File: src/rtl/alu8_pkg.sv
// rtl/alu8_pkg.sv - Opcode encodings and datapath width shared by the 8-bit ALU.
package alu8_pkg;

    localparam int ALU8_WIDTH = 8;

    localparam logic [3:0] ALU_ADD          = 4'h0;
    localparam logic [3:0] ALU_SUB          = 4'h1;
    localparam logic [3:0] ALU_MUL          = 4'h2;
    localparam logic [3:0] ALU_DIV          = 4'h3;
    localparam logic [3:0] ALU_LSHIFT       = 4'h4;
    localparam logic [3:0] ALU_RSHIFT       = 4'h5;
    localparam logic [3:0] ALU_ROTATE_LEFT  = 4'h6;
    localparam logic [3:0] ALU_ROTATE_RIGHT = 4'h7;
    localparam logic [3:0] ALU_AND          = 4'h8;
    localparam logic [3:0] ALU_OR           = 4'h9;
    localparam logic [3:0] ALU_XOR          = 4'hA;
    localparam logic [3:0] ALU_NOR          = 4'hB;
    localparam logic [3:0] ALU_NAND         = 4'hC;
    localparam logic [3:0] ALU_XNOR         = 4'hD;
    localparam logic [3:0] ALU_GREATER      = 4'hE;
    localparam logic [3:0] ALU_EQUAL        = 4'hF;

endpackage

File: src/rtl/alu8_divider.sv
// rtl/alu8_divider.sv - Single-cycle combinational restoring divider for unsigned 8-bit operands.
module alu8_divider
    import alu8_pkg::*;
(
    input  logic [ALU8_WIDTH-1:0] dividend,
    input  logic [ALU8_WIDTH-1:0] divisor,
    output logic [ALU8_WIDTH-1:0] quotient,
    output logic                  div_by_zero
);

    logic [ALU8_WIDTH:0]   rem;
    logic [ALU8_WIDTH:0]   trial;
    logic [ALU8_WIDTH-1:0] quot;

    // Unrolled into one subtract/restore row per quotient bit, MSB first.
    always_comb begin
        rem   = '0;
        trial = '0;
        quot  = '0;
        for (int i = ALU8_WIDTH - 1; i >= 0; i--) begin
            rem   = {rem[ALU8_WIDTH-1:0], dividend[i]};
            trial = rem - {1'b0, divisor};
            if (!trial[ALU8_WIDTH]) begin
                rem     = trial;
                quot[i] = 1'b1;
            end
        end
    end

    always_comb begin
        div_by_zero = (divisor == '0);
        quotient    = div_by_zero ? '1 : quot;
    end

endmodule

File: src/rtl/alu_8bit.sv
// rtl/alu_8bit.sv - Registered 8-bit ALU, 16 opcodes, one-cycle latency; divider enabled by ALU8_DIV_EN.
module alu_8bit
    import alu8_pkg::*;
(
    input  logic                  clk,
    input  logic                  rst,
    input  logic [ALU8_WIDTH-1:0] A,
    input  logic [ALU8_WIDTH-1:0] B,
    input  logic [3:0]            alu_sel,
    output logic [ALU8_WIDTH-1:0] alu_out,
    output logic                  c_out
);

    logic [ALU8_WIDTH:0]       sum;
    logic [2*ALU8_WIDTH-1:0]   prod;
    logic [ALU8_WIDTH-1:0]     div_quot;
    logic                      div_zero;
    logic [ALU8_WIDTH-1:0]     alu_out_d, alu_out_q;
    logic                      c_out_d, c_out_q;

`ifdef ALU8_DIV_EN
    alu8_divider u_divider (
        .dividend    (A),
        .divisor     (B),
        .quotient    (div_quot),
        .div_by_zero (div_zero)
    );
`else
    // Without the divider opcode 3 collapses to a zero result and clear flag.
    assign div_quot = '0;
    assign div_zero = 1'b0;
`endif

    always_comb begin
        sum  = {1'b0, A} + {1'b0, B};
        prod = {{ALU8_WIDTH{1'b0}}, A} * {{ALU8_WIDTH{1'b0}}, B};
    end

    always_comb begin
        alu_out_d = '0;
        c_out_d   = 1'b0;
        case (alu_sel)
            ALU_ADD: begin
                alu_out_d = sum[ALU8_WIDTH-1:0];
                c_out_d   = sum[ALU8_WIDTH];
            end
            ALU_SUB: begin
                alu_out_d = A - B;
                c_out_d   = (A < B);
            end
            ALU_MUL: begin
                alu_out_d = prod[ALU8_WIDTH-1:0];
                c_out_d   = |prod[2*ALU8_WIDTH-1:ALU8_WIDTH];
            end
            ALU_DIV: begin
                alu_out_d = div_quot;
                c_out_d   = div_zero;
            end
            ALU_LSHIFT: begin
                alu_out_d = {A[ALU8_WIDTH-2:0], 1'b0};
                c_out_d   = A[ALU8_WIDTH-1];
            end
            ALU_RSHIFT: begin
                alu_out_d = {1'b0, A[ALU8_WIDTH-1:1]};
                c_out_d   = A[0];
            end
            ALU_ROTATE_LEFT:  alu_out_d = {A[ALU8_WIDTH-2:0], A[ALU8_WIDTH-1]};
            ALU_ROTATE_RIGHT: alu_out_d = {A[0], A[ALU8_WIDTH-1:1]};
            ALU_AND:          alu_out_d = A & B;
            ALU_OR:           alu_out_d = A | B;
            ALU_XOR:          alu_out_d = A ^ B;
            ALU_NOR:          alu_out_d = ~(A | B);
            ALU_NAND:         alu_out_d = ~(A & B);
            ALU_XNOR:         alu_out_d = ~(A ^ B);
            ALU_GREATER:      alu_out_d = {{(ALU8_WIDTH-1){1'b0}}, (A > B)};
            ALU_EQUAL:        alu_out_d = {{(ALU8_WIDTH-1){1'b0}}, (A == B)};
            default: begin
                alu_out_d = '0;
                c_out_d   = 1'b0;
            end
        endcase
    end

    always_ff @(posedge clk) begin
        if (rst) begin
            alu_out_q <= '0;
            c_out_q   <= 1'b0;
        end else begin
            alu_out_q <= alu_out_d;
            c_out_q   <= c_out_d;
        end
    end

    assign alu_out = alu_out_q;
    assign c_out   = c_out_q;

endmodule

File: config.mk
export PLATFORM = sky130hd
export DESIGN_NAME = alu_8bit
export DESIGN_NICKNAME = d
export VERILOG_FILES = /design/src/rtl/alu8_pkg.sv /design/src/rtl/alu8_divider.sv /design/src/rtl/alu_8bit.sv
export SDC_FILE = /design/constraint.sdc
export NUM_CORES = 1
export LEC_CHECK = 0
export BUFFER_PORTS_ARGS = -buffer_cell sky130_fd_sc_hd__buf_2
export CAP_MARGIN = 15
export CORE_MARGIN = 2
export CORE_UTILIZATION = 57
export DETAILED_ROUTE_END_ITERATION = 7
export MAX_ROUTING_LAYER = met4
export PLACE_DENSITY = 0.79
export SYNTH_ARGS = -nofsm -noshare
export SYNTH_HDL_FRONTEND = slang
export SYNTH_SLANG_ARGS = --single-unit
File: constraint.sdc
create_clock -name clk -period 4.31 [get_ports clk]
set_clock_uncertainty 0.05 [all_clocks]
set_input_delay 0.431 -clock clk [delete_from_list [all_inputs] [get_ports clk]]
set_output_delay 0.431 -clock clk [all_outputs]
set_load 0.03 [all_outputs]
After elaboration in Yosys (flattened, before gate mapping)
Cells that the tools add are included.
{"block": "totals", "reg_bits": 9, "input_bits": 22, "output_inout_bits": 9, "elab_cells": 33}
{"block": "op_classes", "add_sub_neg": 2, "multipliers": 1, "order_cmp": 2, "n_eq_ne": 16, "muxes": 2, "bitwise_logic": 6, "reduce_logical": 2}
{"op": "8-bit one-hot mux with 16 select lines", "count": 1}
{"op": "4-bit == test (second input constant)", "count": 8}
{"op": "8-bit NOT", "count": 3}
{"op": "4-bit by 3-bit == test with 1-bit output (second input constant)", "count": 4}
{"op": "8-bit by 8-bit multiplier with 16-bit output", "count": 1}
{"op": "8-bit by 8-bit adder with 9-bit output", "count": 1}
{"op": "8-bit bitwise AND", "count": 1}
{"op": "4-bit by 2-bit == test with 1-bit output (second input constant)", "count": 2}
{"op": "8-bit == test", "count": 1}
{"op": "8-bit greater-than comparator", "count": 1}
{"op": "8-bit less-than comparator", "count": 1}
{"op": "8-bit OR", "count": 1}
{"op": "8-bit OR reduction", "count": 1}
{"op": "8-bit subtractor", "count": 1}
{"op": "8-bit bitwise XOR", "count": 1}
{"op": "1-bit one-hot mux with 5 select lines", "count": 1}
{"op": "4-bit by 1-bit == test with 1-bit output (second input constant)", "count": 1}
{"op": "4-bit zero test", "count": 1}

Logic depth before layout (Yosys ltp)
Gate-level depths: netlist (run 1).
{"block": "logic_depth", "depth_word": 3, "mapped_depth": 18, "depth_no_buf": 17}

Least setup slack after synthesis (run 1)
OpenSTA, ideal clock, no wires.
{"block": "synth_path", "path_kind": "input -> register", "from": "input B[3]", "to": "register c_out_q (netlist: c_out)", "arrival_ns": 4.363, "setup_slack_ns": -0.233, "stages": 15, "n_path_buf": 1, "path_cell_list": "inv_1 -> nor2_1 -> fa_1 -> inv_1 -> fa_1 -> fa_1 -> fa_1 -> inv_1 -> ha_1 -> clkbuf_1 -> a222oi_1 -> nand3_1 -> or4_1 -> nor4b_1 -> a31oi_1"}
{"block": "synth_via", "elab_chain_cells": 3, "elab_cells_between_ends": 5, "classes_between": "add/sub: 1; mul: 1; order compare: 1; mux: 1; reduce/logical: 1"}
{"item": "from (decl)", "line": "alu_8bit.sv:8", "source": "input logic [ALU8_WIDTH-1:0] B,"}
{"item": "8-bit by 8-bit multiplier with 16-bit output", "line": "alu_8bit.sv:36", "source": "prod = {{ALU8_WIDTH{1'b0}}, A} * {{ALU8_WIDTH{1'b0}}, B};"}
{"item": "8-bit OR reduction", "line": "alu_8bit.sv:53", "source": "c_out_d = |prod[2*ALU8_WIDTH-1:ALU8_WIDTH];"}
{"item": "1-bit one-hot mux with 5 select lines *", "line": "alu_8bit.sv:42", "source": "case (alu_sel)"}
{"item": "to (signal assigned)", "line": "alu_8bit.sv:90", "source": "c_out_q <= c_out_d;"}
{"item": "to (decl)", "line": "alu_8bit.sv:19", "source": "logic c_out_d, c_out_q;"}
Every way passes the cells marked *; elsewhere a longest branch is shown, timed or not.
A chain may end at the register's enable or synchronous reset.

Final worst setup path (run 1)
Ends and elaborated chain as after synthesis.

==> results of run 1 <==
[final timing paths]
check | startpoint | to | slack (ns)
max | B[3] | c_out$_SDFF_PP0_ | -0.10
min | rst | alu_out[5]$_SDFF_PP0_ | 0.42
[sequential cells by signal (all words and copies together) (netlist names)]
| name | flops |
|---|---|
| alu_out | 8 |
| c_out | 1 |
[power breakdown]
part           switching, mW  total, mW  internal, mW
sequential           0.00187     0.0931        0.0913
combinational          0.870       1.60         0.730
clock                 0.0439      0.109        0.0651
total                  0.916       1.80         0.886
[layout by cell type, fill, tap and decap left out, types with 5 or more instances in the layout]
cell | netlist | layout
buf_4 | 0 | 76
o21ai_0 | 26 | 19
ha_1 | 60 | 55
a221oi_1 | 6 | 5
nor2b_1 | 7 | 7
xnor2_1 | 9 | 9
nor3_1 | 9 | 9
inv_1 | 89 | 80
nand2b_1 | 10 | 10
buf_2 | 2 | 28
dfxtp_1 | 9 | 9
o22ai_1 | 10 | 10
a22oi_1 | 6 | 6
nand3_1 | 5 | 5
nor2_1 | 62 | 56
a21oi_1 | 31 | 30
nand2_1 | 53 | 53
mux2i_1 | 17 | 17
fa_1 | 38 | 36
o21ai_1 | 0 | 6
a31oi_1 | 6 | 6
nor2_2 | 0 | 5
[worst max-delay path: cells and delay by family]
kind,cells,cell delay (ns)
buffers and inverters,5,0.55
AOI/OAI and AO/OA,2,0.33
adders and majority gates,5,2.29
and+or+nand+nor,4,0.89
[repair_timing]
action	in CTS	in global routing
gates resized for setup	9	19
pin swaps	8	6
endpoints found under the setup margin	1	4
setup buffers	1	0
[kinds of logic (layout without fill, tap and decap cells)]
family,after synthesis,count (layout)
simple gates,164,164
flops,9,9
compound gates,126,126
xor+xnor,14,14
fa+ha+maj,98,98
buf+inv,108,198
mux,17,17
[metal layers]
metal	track usage [%]	routed length, µm	vias to the layer above
met2	57.5	6080	217
met4	14.0	461	0
met5	-	0	-
li1	-	-	1994
met3	6.45	1050	43
met1	46.1	5110	2047
[area by class of cell]
class                           instances  area, µm²
Sequential cell                         9        180
Multi-Input combinational cell        419       3510
Fill cell                             539       1850
Timing Repair Buffer                  105        722
Tap cell                               80        100
Clock buffer                            4       45.0
Inverter                               89        349
==> results.cfg, run 1 <==
[critical_path]
cp_max_fo = 8
startpoint_type = primary input
slowest_stage = fa_1
worst_setup_path_end_kind = register
cp_data_arrival_time_ns = 4.49
cp.required_ns = 4.39
worstSetupPathType = primary input to register
cp_common_cell = fa_1
crit_chain = buf_2 -> clkinvlp_4 -> nor2_4 -> fa_1 -> inv_1 -> fa_2 -> fa_1 -> fa_1 -> inv_1 -> ha_1 -> buf_4 -> a222oi_1 -> nand3_1 -> or4_4 -> nor4b_4 -> a31oi_1
cpPeakStageDelay_ns = 0.55

[clock_tree]
clkTransAtPathRegs_ns = 0.06
cts.sinks = 9
cts_root_buf = clkbuf_8
clockBufferDepth = 2
cts_max_level = 1
cts_tree = done
numCtsBuffers = 3
cts_hold_buf = 0

[timing]
fin_crit_ns = 4.41
finalHoldViolCount = 0
relSlewSlack_pct = 53.6
worstMarginPinSlew_ns = 0.697
final-max-slew-violation-count = 0
worst_slack_ns = -0.102
rsz0062_at_grt = yes
whs_ns = 0.422
max_freq_mhz = 227
setup_violations = 1
setup_tns_ns = -0.102
post-route-period-util_pct = 102

[synth]
synth_top_family_by_area = adder cells
synth-edff-count = 0
yosysWarnings = 0
synth-simple-area-share_pct = 18.6
synth_top_area_share_pct = 19.2
synthCells = 536
synth_fa_ha_area_share_pct = 38.1
synth_compound_area_share_pct = 21.0
avgSynthCellArea_um2 = 7.41
synth.most_common_cell = inv_1
yosys-mux-area-fraction_pct = 4.28
dominantRegCellSynth = dfxtp_1
yosysSeqAreaShare_pct = 4.54
ys_top_cells_by_area = fa_1 (19%), ha_1 (19%), inv_1 (8.4%), nor2_1 (5.9%), nand2_1 (5.0%)
synth_area_leader_cell = fa_1
synth_nets = 656
synth_area_mm2 = 0.00397
ys_seq_elements = 9
synth_async_sr_flop_share_pct = 0
synthXorXnorAreaFrac_pct = 3.09
synth.distinct_cells = 54
synth_common_cells = inv_1 (89), nor2_1 (62), ha_1 (60)

[grt]
grt-ovfl-total = 0
grt_pass1_wl_um = 20900
grt_usage_pct = 36.3
grt_pass1_vias = 4274
grt_max_degree = 35
antenna_found_initial = 0

[hold_path]
min_path_cells = 2
hold_path.class = primary input to register

[floorplan]
die_x_um = 87.5
start_util_pct = 58.8
placementRows = 30
core_mm2 = 0.00676
floorplan.die.height_um = 87.5
die_area_mm2 = 0.00765
io_pins = 31

[route]
vias = 4301
drt_iter0_markers = 365
ant_nets = 0
wl_per_cell_um = 18.0
first_pass_iters = 5
drcViolationCount = 0
routed_wl_um = 12700
avgViaCountPerCell = 6.09

[final_layout]
n_antenna_cell = 0
fin_area_mm2 = 0.00490
area_delta_synth_final_pct = 23.5
fin_cells = 706
final_util_pct = 72.6
fin_nets = 747
final_layout_size_suffix_gt1_share_pct = 22.8

[placed_design]
placed_area_mm2 = 0.00475
dp.cells = 701
post-place-ws_ns = -0.395
gp_congestion = 0.968
port_buffers = 30
dp_hpwl_um = 10600

[power]
finalPower_mw = 1.80
p_per_area_mw_per_mm2 = 367
power_leakage_nw = 2.47
ir_drop_uv = 541

[outcome]
violations = negative setup slack
status = complete, but fails checks

[flow_run]
max-cap-violations = 0
Power figures use the tool's default switching activity.
==> run 2, diff against run 1 <==
==> constraint.sdc (replaced) <==
create_clock -name clk -period 4.31 [get_ports clk]
set_clock_uncertainty 0.05 [all_clocks]
set_input_delay 0.6465 -clock clk [delete_from_list [all_inputs] [get_ports clk]]
set_output_delay 0.6465 -clock clk [all_outputs]
set_load 0.03 [all_outputs]
==> run 2 against run 1 <==
Compared with the run above: the run still ends with negative setup slack left; count of clock-buffer cells in the layout stayed put; global-route usage is 0.84 points lower; combinational power is 12% higher; via count up 3.8%; die area did not move; sequential share of layout area is 0.26 points lower; clock power is 5% lower; worst hold slack better by 0.22 ns; total power grew 11%; fmax is 5.1% lower; routed wire length up 4.7%; critical path type unchanged; largest cell class unchanged; highest routed layer unchanged.
==> results.cfg, run 2 (same netlist as run 1, synthesis figures left out) <==
[hold_path]
hold_path.class = primary input to register

[timing]
post-route-period-util_pct = 108
fin_crit_ns = 4.65
final-max-slew-violation-count = 0
relSlewSlack_pct = 52.1
worst_slack_ns = -0.338
worstMarginPinSlew_ns = 0.719
max_freq_mhz = 215
setup_violations = 1
setup_tns_ns = -0.338
rsz0062_at_grt = yes
finalHoldViolCount = 0

[clock_tree]
cts_tree = done
clockBufferDepth = 2
numCtsBuffers = 3
cts_root_buf = clkbuf_8
clkTransAtPathRegs_ns = 0.05
cts_max_level = 1
cts.sinks = 9

[grt]
grt_pass1_vias = 4257
grt_pass1_wl_um = 20600
antenna_found_initial = 0
grt_max_degree = 35
grt-ovfl-total = 0
grt_usage_pct = 35.5

[final_layout]
ff_latch_area_um2 = 180
nFillCells = 480
n_antenna_cell = 0
fin_area_mm2 = 0.00527
multi_input_area_mm2 = 0.00361
final_cell_mix = buf_4 (97), inv_1 (75), nor2_1 (54)
largest_reg_flops = 8
fin_cells = 730
area_delta_synth_final_pct = 32.7
layout_commonest_cell = buf_4
final_layout_size_suffix_gt1_share_pct = 28.8
fin_nets = 771

[critical_path]
cp.required_ns = 4.38
cp_data_arrival_time_ns = 4.72
cpPeakStageDelay_ns = 0.52
worst_setup_path_end_kind = register
critPathTopFamily = adder cells
cp_common_cell = fa_1
crit_chain = buf_6 -> clkinvlp_4 -> buf_6 -> nor2_2 -> fa_1 -> inv_1 -> fa_1 -> inv_1 -> fa_1 -> inv_2 -> fa_1 -> inv_2 -> ha_4 -> nor2_2 -> a222oi_1 -> nand3_1 -> or4_4 -> nor4b_4 -> a31oi_1
cp.buffers_inverters = 7
cp_max_fo = 4
worstSetupPathType = primary input to register
slowest_stage = fa_1
startpoint_type = primary input

[placed_design]
placed_area_mm2 = 0.00488
gp_congestion = 1.03
dp.cells = 718
dp_hpwl_um = 10500
port_buffers = 30

[floorplan]
die_x_um = 87.5
core_mm2 = 0.00676
io_pins = 31
floorplan.die.height_um = 87.5
placementRows = 30
die_area_mm2 = 0.00765
start_util_pct = 58.8

[route]
vias = 4466
avgViaCountPerCell = 6.12
first_pass_iters = 5
drcViolationCount = 0
routed_wl_um = 13300
ant_nets = 0
drt_iter0_markers = 593
wl_per_cell_um = 18.2

[power]
internal_power_mw = 1.02
clkPwrFrac_pct = 5.2
p_comb_share_pct = 90.1
p_per_area_mw_per_mm2 = 378
finalPower_mw = 1.99
p_sw_mw = 0.972
ir_drop_uv = 500
power.share.switching_pct = 48.8
power_leakage_nw = 2.62
sequentialPowerShare_pct = 4.7

[flow_run]
max-cap-violations = 0

[outcome]
violations = negative setup slack
status = complete, but fails checks
-- run 2: changes by cell type in the layout (fill, tap and decap cells not counted), moves of 5 or more --
cell / previous run / this run
buf_4: 76 / 97
buf_6: 1 / 14
buf_2: 28 / 17
inv_1: 80 / 75
inv_2: 4 / 9
nand2_1: 53 / 48
-- run 2: timing repair --
| item | in CTS | in global routing |
|---|---|---|
| pin swaps | 18 | 15 |
| setup buffers | 7 | 2 |
| endpoints found under the setup margin | 3 | 4 |
| resized for setup | 51 | 26 |
| gates cloned | 0 | 0 |
| hold buffers | 0 | 0 |
-- run 2: cell type report --
| class | count | share of cell area (%) |
|---|---|---|
| clock buffers | 4 | 0.854 |
| inverters | 89 | 6.62 |
| multi-input cells | 419 | 68.4 |
| flip-flops and latches | 9 | 3.42 |
| well taps | 80 | 1.90 |
| repair buffers | 129 | 18.8 |
-- run 2: layer usage --
metal | up-vias | track usage (%) | part of all wire [%]
met5 | - | - | 0
met4 | 0 | 13.6 | 4.3
met3 | 65 | 4.64 | 8.1
met2 | 274 | 55.2 | 47
met1 | 2083 | 46.9 | 41
li1 | 2044 | - | -
-- run 2: path summary, 6_finish.rpt --
check             start               endpoint  slack [ns]  cells after the start
setup / recovery   B[3]       c_out$_SDFF_PP0_       -0.34                     19
hold / removal      rst  alu_out[0]$_SDFF_PP0_        0.64                      2
-- run 2: power groups by stage --
stage / Clock (mW) / Combinational [mW] / Sequential (mW)
after floorplan: 0 / 0.929 / 0.111
after global placement: 0 / 1.45 / 0.0945
after detailed placement: 0 / 1.47 / 0.0945
after CTS: 0.107 / 1.65 / 0.0928
after global routing: 0.110 / 1.96 / 0.0936
final: 0.104 / 1.80 / 0.0928
-- run 2: stage by stage --
stage / setup WS [ns] / utilization, % / hold slack [ns]
2_1_floorplan: -0.200 / - / 0.665
3_3_place_gp: -0.555 / 72.2 / 0.882
3_5_place_dp: -0.680 / 72.2 / 0.879
4_1_cts: -0.237 / 76.7 / 0.628
5_1_grt: -0.523 / 78.0 / 0.645
6_report: -0.338 / 78.0 / 0.642
